**src/rtl/branch_redirect_unit_pkg.sv**
```systemverilog
// Purpose: shared types and constants for the branch redirect unit.
// Latency: n/a (declarations only).
// Backpressure: n/a.
package branch_redirect_unit_pkg;

   typedef enum logic [1:0] {
      BRU_RUN   = 2'd0,
      BRU_HOLD  = 2'd1,
      BRU_FLUSH = 2'd2
   } bru_state_t;

   localparam logic [31:0] PC_STEP          = 32'd4;
   localparam logic [31:0] RESET_VECTOR_DEF = 32'h0000_0000;

   // Fetch is word-granular; low two address bits are dropped.
   function automatic logic [31:0] align_word(input logic [31:0] addr);
      return {addr[31:2], 2'b00};
   endfunction

endpackage

```
**src/rtl/branch_redirect_unit_if.sv**
```systemverilog
// Purpose: ID/hazard-side request bundle and fetch-side result bundle of the redirect unit.
// Latency: n/a (wiring only).
// Backpressure: stall from the hazard unit freezes the consumer; there is no ready signal.
//   master: drives stall, br_*, jmp_*; observes pc, flush_if, redirect_busy, misalign_err, counters.
//   slave : the redirect unit itself.
interface branch_redirect_unit_if #(
   parameter int CNT_W = 16
);
   logic             stall;
   logic             br_valid;
   logic             br_taken;
   logic [31:0]      br_target;
   logic             jmp_valid;
   logic [31:0]      jmp_target;
   logic [31:0]      pc;
   logic             flush_if;
   logic             redirect_busy;
   logic             misalign_err;
   logic [CNT_W-1:0] br_count;
   logic [CNT_W-1:0] taken_count;

   modport master (
      output stall, br_valid, br_taken, br_target, jmp_valid, jmp_target,
      input  pc, flush_if, redirect_busy, misalign_err, br_count, taken_count
   );

   modport slave (
      input  stall, br_valid, br_taken, br_target, jmp_valid, jmp_target,
      output pc, flush_if, redirect_busy, misalign_err, br_count, taken_count
   );
endinterface

```
**src/rtl/branch_redirect_unit_sat_counter.sv**
```systemverilog
// Purpose: saturating event counter (sat_counter); ports clk, rst_n, inc, clr, cnt.
// Latency: count visible one clk edge after inc/clr.
// Backpressure: none; sticks at all-ones instead of wrapping.
module branch_redirect_unit_sat_counter #(
   parameter int CNT_W = 16
) (
   input  logic             clk,
   input  logic             rst_n,
   input  logic             inc,
   input  logic             clr,
   output logic [CNT_W-1:0] cnt
);

   logic [CNT_W-1:0] cnt_q;
   logic [CNT_W-1:0] cnt_d;

   always_comb begin
      cnt_d = cnt_q;
      if (clr) begin
         cnt_d = '0;
      end else if (inc && (cnt_q != {CNT_W{1'b1}})) begin
         cnt_d = cnt_q + 1'b1;
      end
   end

   always_ff @(posedge clk or negedge rst_n) begin
      if (!rst_n) begin
         cnt_q <= '0;
      end else begin
         cnt_q <= cnt_d;
      end
   end

   assign cnt = cnt_q;

endmodule

```
**src/rtl/branch_redirect_unit.sv**
```systemverilog
// Purpose: owns the fetch PC, redirects on taken branches/jumps, squashes IF/ID, counts branches.
// Latency: redirect lands on pc one edge after the accepting cycle; all outputs registered.
// Backpressure: stall freezes pc/state; a redirect seen under stall is parked and applied on release.
//   Ports: clk, rst_n, bus (slave modport of branch_redirect_unit_if).
module branch_redirect_unit
   import branch_redirect_unit_pkg::*;
#(
   parameter logic [31:0] RESET_VECTOR = RESET_VECTOR_DEF,
   parameter bit          DELAY_SLOT   = 1'b0,
   parameter int          CNT_W        = 16
) (
   input logic                   clk,
   input logic                   rst_n,
   branch_redirect_unit_if.slave bus
);

   bru_state_t  state_q, state_d;
   logic [31:0] pc_q, pc_d;
   logic [31:0] pend_q, pend_d;
   logic        flush_q, flush_d;
   logic        busy_q, busy_d;
   logic        mis_q, mis_d;

   logic        redir;
   logic [31:0] tgt_raw;
   logic [31:0] tgt;
   logic        accept;
   logic        br_inc;
   logic        tk_inc;

   // Jump wins over a simultaneous taken branch.
   assign redir   = bus.jmp_valid | (bus.br_valid & bus.br_taken);
   assign tgt_raw = bus.jmp_valid ? bus.jmp_target : bus.br_target;
   assign tgt     = align_word(tgt_raw);

   // ID inputs are consumed only in RUN: either normally, or when a redirect is parked under stall.
   // HOLD/FLUSH re-present or squash the same instruction, so it must not be counted again.
   assign accept = (state_q == BRU_RUN) & (~bus.stall | redir);
   assign br_inc = accept & bus.br_valid;
   assign tk_inc = accept & redir;

   always_comb begin
      state_d = state_q;
      pc_d    = pc_q;
      pend_d  = pend_q;
      busy_d  = busy_q;
      flush_d = 1'b0;
      mis_d   = accept & redir & (|tgt_raw[1:0]);
      case (state_q)
         BRU_RUN: begin
            if (!bus.stall) begin
               if (redir) begin
                  pc_d    = tgt;
                  flush_d = !DELAY_SLOT;
                  state_d = DELAY_SLOT ? BRU_RUN : BRU_FLUSH;
               end else begin
                  pc_d = pc_q + PC_STEP;
               end
            end else if (redir) begin
               pend_d  = tgt;
               busy_d  = 1'b1;
               state_d = BRU_HOLD;
            end
         end
         BRU_HOLD: begin
            if (!bus.stall) begin
               pc_d    = pend_q;
               busy_d  = 1'b0;
               flush_d = !DELAY_SLOT;
               state_d = DELAY_SLOT ? BRU_RUN : BRU_FLUSH;
            end
         end
         BRU_FLUSH: begin
            if (!bus.stall) begin
               pc_d    = pc_q + PC_STEP;
               state_d = BRU_RUN;
            end
         end
         default: state_d = BRU_RUN;
      endcase
   end

   always_ff @(posedge clk or negedge rst_n) begin
      if (!rst_n) begin
         state_q <= BRU_RUN;
         pc_q    <= RESET_VECTOR;
         pend_q  <= '0;
         flush_q <= 1'b0;
         busy_q  <= 1'b0;
         mis_q   <= 1'b0;
      end else begin
         state_q <= state_d;
         pc_q    <= pc_d;
         pend_q  <= pend_d;
         flush_q <= flush_d;
         busy_q  <= busy_d;
         mis_q   <= mis_d;
      end
   end

   assign bus.pc            = pc_q;
   assign bus.flush_if      = flush_q;
   assign bus.redirect_busy = busy_q;
   assign bus.misalign_err  = mis_q;

   branch_redirect_unit_sat_counter #(.CNT_W(CNT_W)) u_br_cnt (
      .clk   (clk),
      .rst_n (rst_n),
      .inc   (br_inc),
      .clr   (1'b0),
      .cnt   (bus.br_count)
   );

   branch_redirect_unit_sat_counter #(.CNT_W(CNT_W)) u_taken_cnt (
      .clk   (clk),
      .rst_n (rst_n),
      .inc   (tk_inc),
      .clr   (1'b0),
      .cnt   (bus.taken_count)
   );

endmodule
```
**src/flat_wrapper.sv**
```systemverilog
// flat-port wrapper written by rule: the top's interface ports become plain ports
module branch_redirect_unit_flat import branch_redirect_unit_pkg::*;
#(
   parameter logic [31:0] RESET_VECTOR = RESET_VECTOR_DEF,
   parameter bit          DELAY_SLOT   = 1'b0,
   parameter int          CNT_W        = 16
)
  (clk, rst_n, bus_stall, bus_br_valid, bus_br_taken, bus_br_target, bus_jmp_valid, bus_jmp_target, bus_pc, bus_flush_if, bus_redirect_busy, bus_misalign_err, bus_br_count, bus_taken_count);
  branch_redirect_unit_if #(.CNT_W(CNT_W)) bus_i ();
  input logic clk;
  input logic rst_n;
  input wire logic [$bits(bus_i.stall)-1:0] bus_stall;
  input wire logic [$bits(bus_i.br_valid)-1:0] bus_br_valid;
  input wire logic [$bits(bus_i.br_taken)-1:0] bus_br_taken;
  input wire logic [$bits(bus_i.br_target)-1:0] bus_br_target;
  input wire logic [$bits(bus_i.jmp_valid)-1:0] bus_jmp_valid;
  input wire logic [$bits(bus_i.jmp_target)-1:0] bus_jmp_target;
  output wire logic [$bits(bus_i.pc)-1:0] bus_pc;
  output wire logic [$bits(bus_i.flush_if)-1:0] bus_flush_if;
  output wire logic [$bits(bus_i.redirect_busy)-1:0] bus_redirect_busy;
  output wire logic [$bits(bus_i.misalign_err)-1:0] bus_misalign_err;
  output wire logic [$bits(bus_i.br_count)-1:0] bus_br_count;
  output wire logic [$bits(bus_i.taken_count)-1:0] bus_taken_count;
  assign bus_i.stall = bus_stall;
  assign bus_i.br_valid = bus_br_valid;
  assign bus_i.br_taken = bus_br_taken;
  assign bus_i.br_target = bus_br_target;
  assign bus_i.jmp_valid = bus_jmp_valid;
  assign bus_i.jmp_target = bus_jmp_target;
  assign bus_pc = bus_i.pc;
  assign bus_flush_if = bus_i.flush_if;
  assign bus_redirect_busy = bus_i.redirect_busy;
  assign bus_misalign_err = bus_i.misalign_err;
  assign bus_br_count = bus_i.br_count;
  assign bus_taken_count = bus_i.taken_count;
  branch_redirect_unit #(.RESET_VECTOR(RESET_VECTOR), .DELAY_SLOT(DELAY_SLOT), .CNT_W(CNT_W)) u_core (.clk(clk), .rst_n(rst_n), .bus(bus_i));
endmodule
```
**config.mk**
```make
export PLATFORM = sky130hd
export DESIGN_NAME = branch_redirect_unit_flat
export DESIGN_NICKNAME = d
export VERILOG_FILES = /design/src/rtl/branch_redirect_unit_pkg.sv /design/src/rtl/branch_redirect_unit_if.sv /design/src/rtl/branch_redirect_unit_sat_counter.sv /design/src/rtl/branch_redirect_unit.sv /design/src/flat_wrapper.sv
export SDC_FILE = /design/constraint.sdc
export NUM_CORES = 1
export LEC_CHECK = 0
export CORE_MARGIN = 10
export CORE_UTILIZATION = 35
export CTS_CLUSTER_SIZE = 28
export DETAILED_ROUTE_END_ITERATION = 10
export PLACE_DENSITY = 0.62
export SYNTH_ARGS = -nofsm -noshare
export SYNTH_HDL_FRONTEND = slang
export SYNTH_SLANG_ARGS = --single-unit
```
**constraint.sdc**
```tcl
create_clock -name clk -period 1.96 [get_ports clk]
set_clock_uncertainty 0.05 [all_clocks]
set_input_delay 0.196 -clock clk [delete_from_list [all_inputs] [get_ports clk]]
set_output_delay 0.196 -clock clk [all_outputs]
set_load 0.02 [all_outputs]
```
After elaboration in Yosys (flattened, before gate mapping). Cells that the tools add are included.

Input bits: 70. Output and inout port bits: 67. Word-level logic and storage cells: 58. Bits in registers: 99.

Equality and inequality tests: 9. Bitwise operators: 8. Multiplexer cells: 20. Reduce and logical (&&, ||, !) cells: 10. Add/subtract/negate cells: 3.

Operators with widths (number): $mux W32 (5); $pmux W32 S3 (1); $add A16 B1 Y16 const B (2); $add A32 B3 Y32 const B (1); $ne A16 B16 Y1 const B (2); $mux W2 (5); $ne A2 B2 Y1 const B (4); $reduce_and A4 Y1 (2); $mux W1 (6); $pmux W2 S3 (1); $reduce_and A3 Y1 (2); $and A1 B1 Y1 (5); $pmux W1 S2 (2); $reduce_bool A3 Y1 (1); $eq A2 B1 Y1 const B (1); $eq A2 B2 Y1 const B (1); $logic_and A1 B1 Y1 (2); $logic_not A2 Y1 (1); $ne A2 B1 Y1 const B (1); $or A1 B1 Y1 (2); $reduce_bool A2 Y1 (1); $reduce_or A2 Y1 (1); $not A1 Y1 (1).

Logic depth before layout (Yosys ltp).
Depth in word-level cells: 6. Gate-level depth with buffers: 8. Gate-level depth less buffers: 7.

Hierarchy. Synthesis repeated with hierarchy kept, for this count alone.

Cell total of the unflattened synthesis: 726. Area total of the unflattened synthesis: 6274.8 µm².

Modules (own cells, without submodules): branch_redirect_unit (area an instance 4390.5 µm², seq. area each 1626.6 µm², cells each 530, times used 1); branch_redirect_unit_sat_counter (area an instance 942.2 µm², seq. area each 400.4 µm², cells each 98, times used 2).

Worst setup path after synthesis. OpenSTA, ideal clock, no wires.

Path kind: reg2reg. Start point: register u_core.pc_q[2] (netlist: u_core.bus.pc[2]). End point: register u_core.pc_q[26] (netlist: u_core.bus.pc[26]). Required time: 1.774 ns. Arrival time: 1.982 ns. Buffers on the path: 1. Clock period less this slack: 2.168 ns. Library setup time: 0.136 ns. Path slack: -0.208 ns. Stages on the path, launching flop included: 8. Cells stage by stage: dfrtp_1 ha_1 nand2_1 or3_4 buf_6 o31a_1 o31ai_2 o211ai_1.

Word-level cells in the longest chain between the ends: 4. Elaborated cells on any way between the ends: 5. Those cells by class: 1 x add/sub; 4 x mux.

Ends and longest elaborated chain: from (decl) (RTL line branch_redirect_unit.sv:18) `logic [31:0] pc_q, pc_d;`; from (signal assigned) (RTL line branch_redirect_unit.sv:93) `pc_q <= pc_d;`; $add A32 B3 Y32 * (RTL line branch_redirect_unit.sv:57, branch_redirect_unit.sv:75); $mux W32 (RTL line branch_redirect_unit.sv:52) `if (redir) begin`; $mux W32 (RTL line branch_redirect_unit.sv:51) `if (!bus.stall) begin`; $pmux W32 S3 * (RTL line branch_redirect_unit.sv:49) `case (state_q)`.

Every way passes the cells marked *; elsewhere a longest branch is shown, timed or not. The select of a mux whose other input is x is not followed. A chain may end at the register's enable or synchronous reset.

Final worst setup path. Same ends and word-level chain as after synthesis.

==> results.yml <==
timing:
  holdWs_ns: 0.2752
  hold_viol_final: 0
  slew_viol_final: 0
  min_period_ns: 1.945
  setup_viol: 0
  fmax_ghz: 0.5142
  slew_headroom_pct: 66.24
  tightest_slew_ns: 0.5065
  rsz0062_at_grt: "true"
  fin_crit_sh_pct: 99.22
cells_and_area:
  area.growth.synth_to_final_pct: 48.56
  layout_commonest_cell: "clkdlybuf4s50_1"
  final_cell_mix: "132 x clkdlybuf4s50_1, 94 x buf_4, 88 x dfrtp_1"
  regArea_um2: 2439
  nets: 917
  utilization_pct: 53.35
  finalNonFillerCells: 1062
  multi_input_area_um2: 3256
  layout-drive-gt1-share_pct: 22.10
  fillCellCount: 1479
  diodes: 0
yosys:
  synthDistinctLibCells: 56
  synth_top_area_share_pct: 42.40
  synth_xor_area_share_pct: 5.966
  yosys-mux-area-fraction_pct: 7.561
  synthTopCellsByArea: "dfrtp_1 42%, a21oi_1 5.7%, nor2_1 4.1%"
  synth_top_family_by_area: "compound AO/OA/AOI/OAI gates"
  synthCells: 633
  synth-compound-area-share_pct: 20.08
  synth-seq-cells: 97
  synth_edf_count: 0
  synth-simple-area-share_pct: 18.79
  postSynthAreaPerCell_um2: 9.045
  async_flop_share_pct: 100.0
  yosysWarnings: 0
  synth_flop_cell: "dfrtp_1"
  ys_seq_area_share_pct: 42.40
  yosys.area_share.adder_pct: 1.311
  synth_top_area_cell: "dfrtp_1"
  syn_area_um2: 5725
place:
  place_hpwl_mm: 14.91
  numPlacedInstances: 1040
  place_congestion: 0.9162
  numPortBuffers: 134
die:
  die_w_um: 147.9
  core-area_um2: 15940
  die_y_um: 147.9
  num_io_pins: 137
  rows: 46
  initial_core_util_pct: 35.91
  die_area_um2: 21870
pwr:
  ir_worst_vdd_v: 0.0007639
  power_per_cell_area_nw_per_um2: 1410
  leakage_nw: 3.519
  p_total_w: 0.01200
worst_setup_path:
  worst_ep_arrival_time_ns: 2.12
  end_kind: "flop"
  cp_max_fo: 8
  cp-start-kind: "flop"
  path_class: "flop to flop"
  cp_data_required_time_ns: 2.13
global_route:
  grt_overflow_total: 0
  gr-usage-met2_pct: 30.32
  busiest_layer: "met2"
  grt_max_degree: 37
  antenna_found_initial: 0
  grt_first_pass_wirelength_mm: 31.31
  use_met3_pct: 3.266
  grtUsageMet1_pct: 21.87
  track_usage_pct: 17.57
  grt_pass1_vias: 5872
routing:
  firstDrtPassIters: 5
  wl_per_cell_um: 18.54
  wl_mm: 19.69
  viasPerCell: 5.473
  drt-initial-drc-count: 436
  routed-via-count: 5812
  drcViolationCount: 0
  ant_nets: 0
clocking:
  clock-root-buffer: "clkbuf_16"
  cts_tree: "yes"
  cts_sinks: 97
  clock_path_buffers: 2
  numCtsBuffers: 9
  htree_levels: 3
  clkTransAtPathRegs_ns: 0.07
  clkLatencyLatePin_ns: 0.36
job:
  cap_violations: 0
hold_path:
  worstHoldPathType: "input pin to flop"
outcome:
  status: "finished, final reports clean"
-- stage by stage --
stage | area [um2] | setup WS, ns | TNS (ns)
3_5_place_dp | 8001 | -0.1745 | -3.876
3_3_place_gp | 8001 | -0.1171 | -1.678
4_1_cts | 8356 | 0.01564 | 0
5_1_grt | 8506 | -0.04247 | -0.4590
6_report | 8506 | 0.01529 | 0
2_1_floorplan | 5776 | -0.08529 | -0.1125
-- repair_timing --
action / CTS / global route
hold buffers: 1 / 0
resized for setup: 9 / 38
endpoints found under the hold margin: 33 / 0
setup buffers: 0 / 5
pin swaps: 1 / 9
setup endpoints to repair: 32 / 34
-- cells by family after synthesis --
group	Yosys count
AOI/OAI and AO/OA	178
xor gates and xnor gates	39
adders and majority gates	6
buffers and inverters	50
DFF	97
muxes	41
other	1
and+or+nand+nor	221
-- per-layer routing --
metal  up-vias  wire, um  part of all wire, %
li1       2731         -                    -
met1      2863      8362                   42
met2       193      9968                   51
met3        25      1087                  5.5
met4         0       273                  1.4
met5         -         0                    0
-- power breakdown --
part | total (W) | internal [W] | switching (W)
registers | 0.00344 | 0.00278 | 0.000658
logic | 0.00664 | 0.00318 | 0.00345
clock network | 0.00192 | 0.00111 | 0.000803
-- state kept, by name (all words and copies together) (netlist names) --
name                      cells
u_core.u_br_cnt.cnt          16
u_core.bus.misalign_err       1
u_core.bus.redirect_busy      1
u_core.pend_q                30
u_core.bus.flush_if           1
u_core.bus.pc                30
u_core.state_q                2
u_core.u_taken_cnt.cnt       16
-- worst max-delay path, cell delays in order (launching register included) --
cell	delay, ns
dfrtp_2	0.38
ha_2	0.18
nand2_1	0.12
or3_4	0.46
o31a_1	0.29
o31ai_2	0.22
o211ai_1	0.12
-- Yosys cell counts, drive strengths merged, types with 5 or more instances --
| cell type | count |
|---|---|
| o21ai | 30 |
| nand3 | 25 |
| ha | 6 |
| nor2 | 62 |
| and2 | 6 |
| nor3 | 16 |
| clkbuf | 23 |
| o31ai | 8 |
| inv | 9 |
| a31oi | 8 |
| xnor2 | 23 |
| nand2 | 55 |
| a22o | 8 |
| xor2 | 16 |
| mux2i | 23 |
| and3 | 12 |
| nand4 | 16 |
| buf | 18 |
| a21oi | 65 |
| and4 | 6 |
| a22oi | 5 |
| dfrtp | 97 |
| a211o | 6 |
| mux2 | 18 |
| nor4 | 7 |
-- layout make-up --
class	instances	share of cell area, %
clock buffers	10	2.692
clock inverters	6	0.9709
inverters	9	0.3972
multi-input cells	487	38.28
flip-flops and latches	97	28.67
well taps	216	3.177
repair buffers	237	25.82
-- worst paths after layout --
kind,startpoint,end,slack [ns],depth (start not counted)
hold / removal,bus_jmp_valid,u_core.bus.misalign_err,0.28,3
max in group asynchronous,rst_n,u_core.u_br_cnt.cnt[9],0.86,3
setup reg to reg,u_core.bus.pc[2],u_core.bus.pc[26],0.02,6
setup / recovery,u_core.bus.pc[2],u_core.bus.pc[26],0.02,6
min in group asynchronous,rst_n,u_core.u_taken_cnt.cnt[14],0.30,2
hold reg to reg,u_core.u_br_cnt.cnt[9],u_core.u_br_cnt.cnt[9],0.44,1
Note: power is estimated with default switching activity, not from simulation.
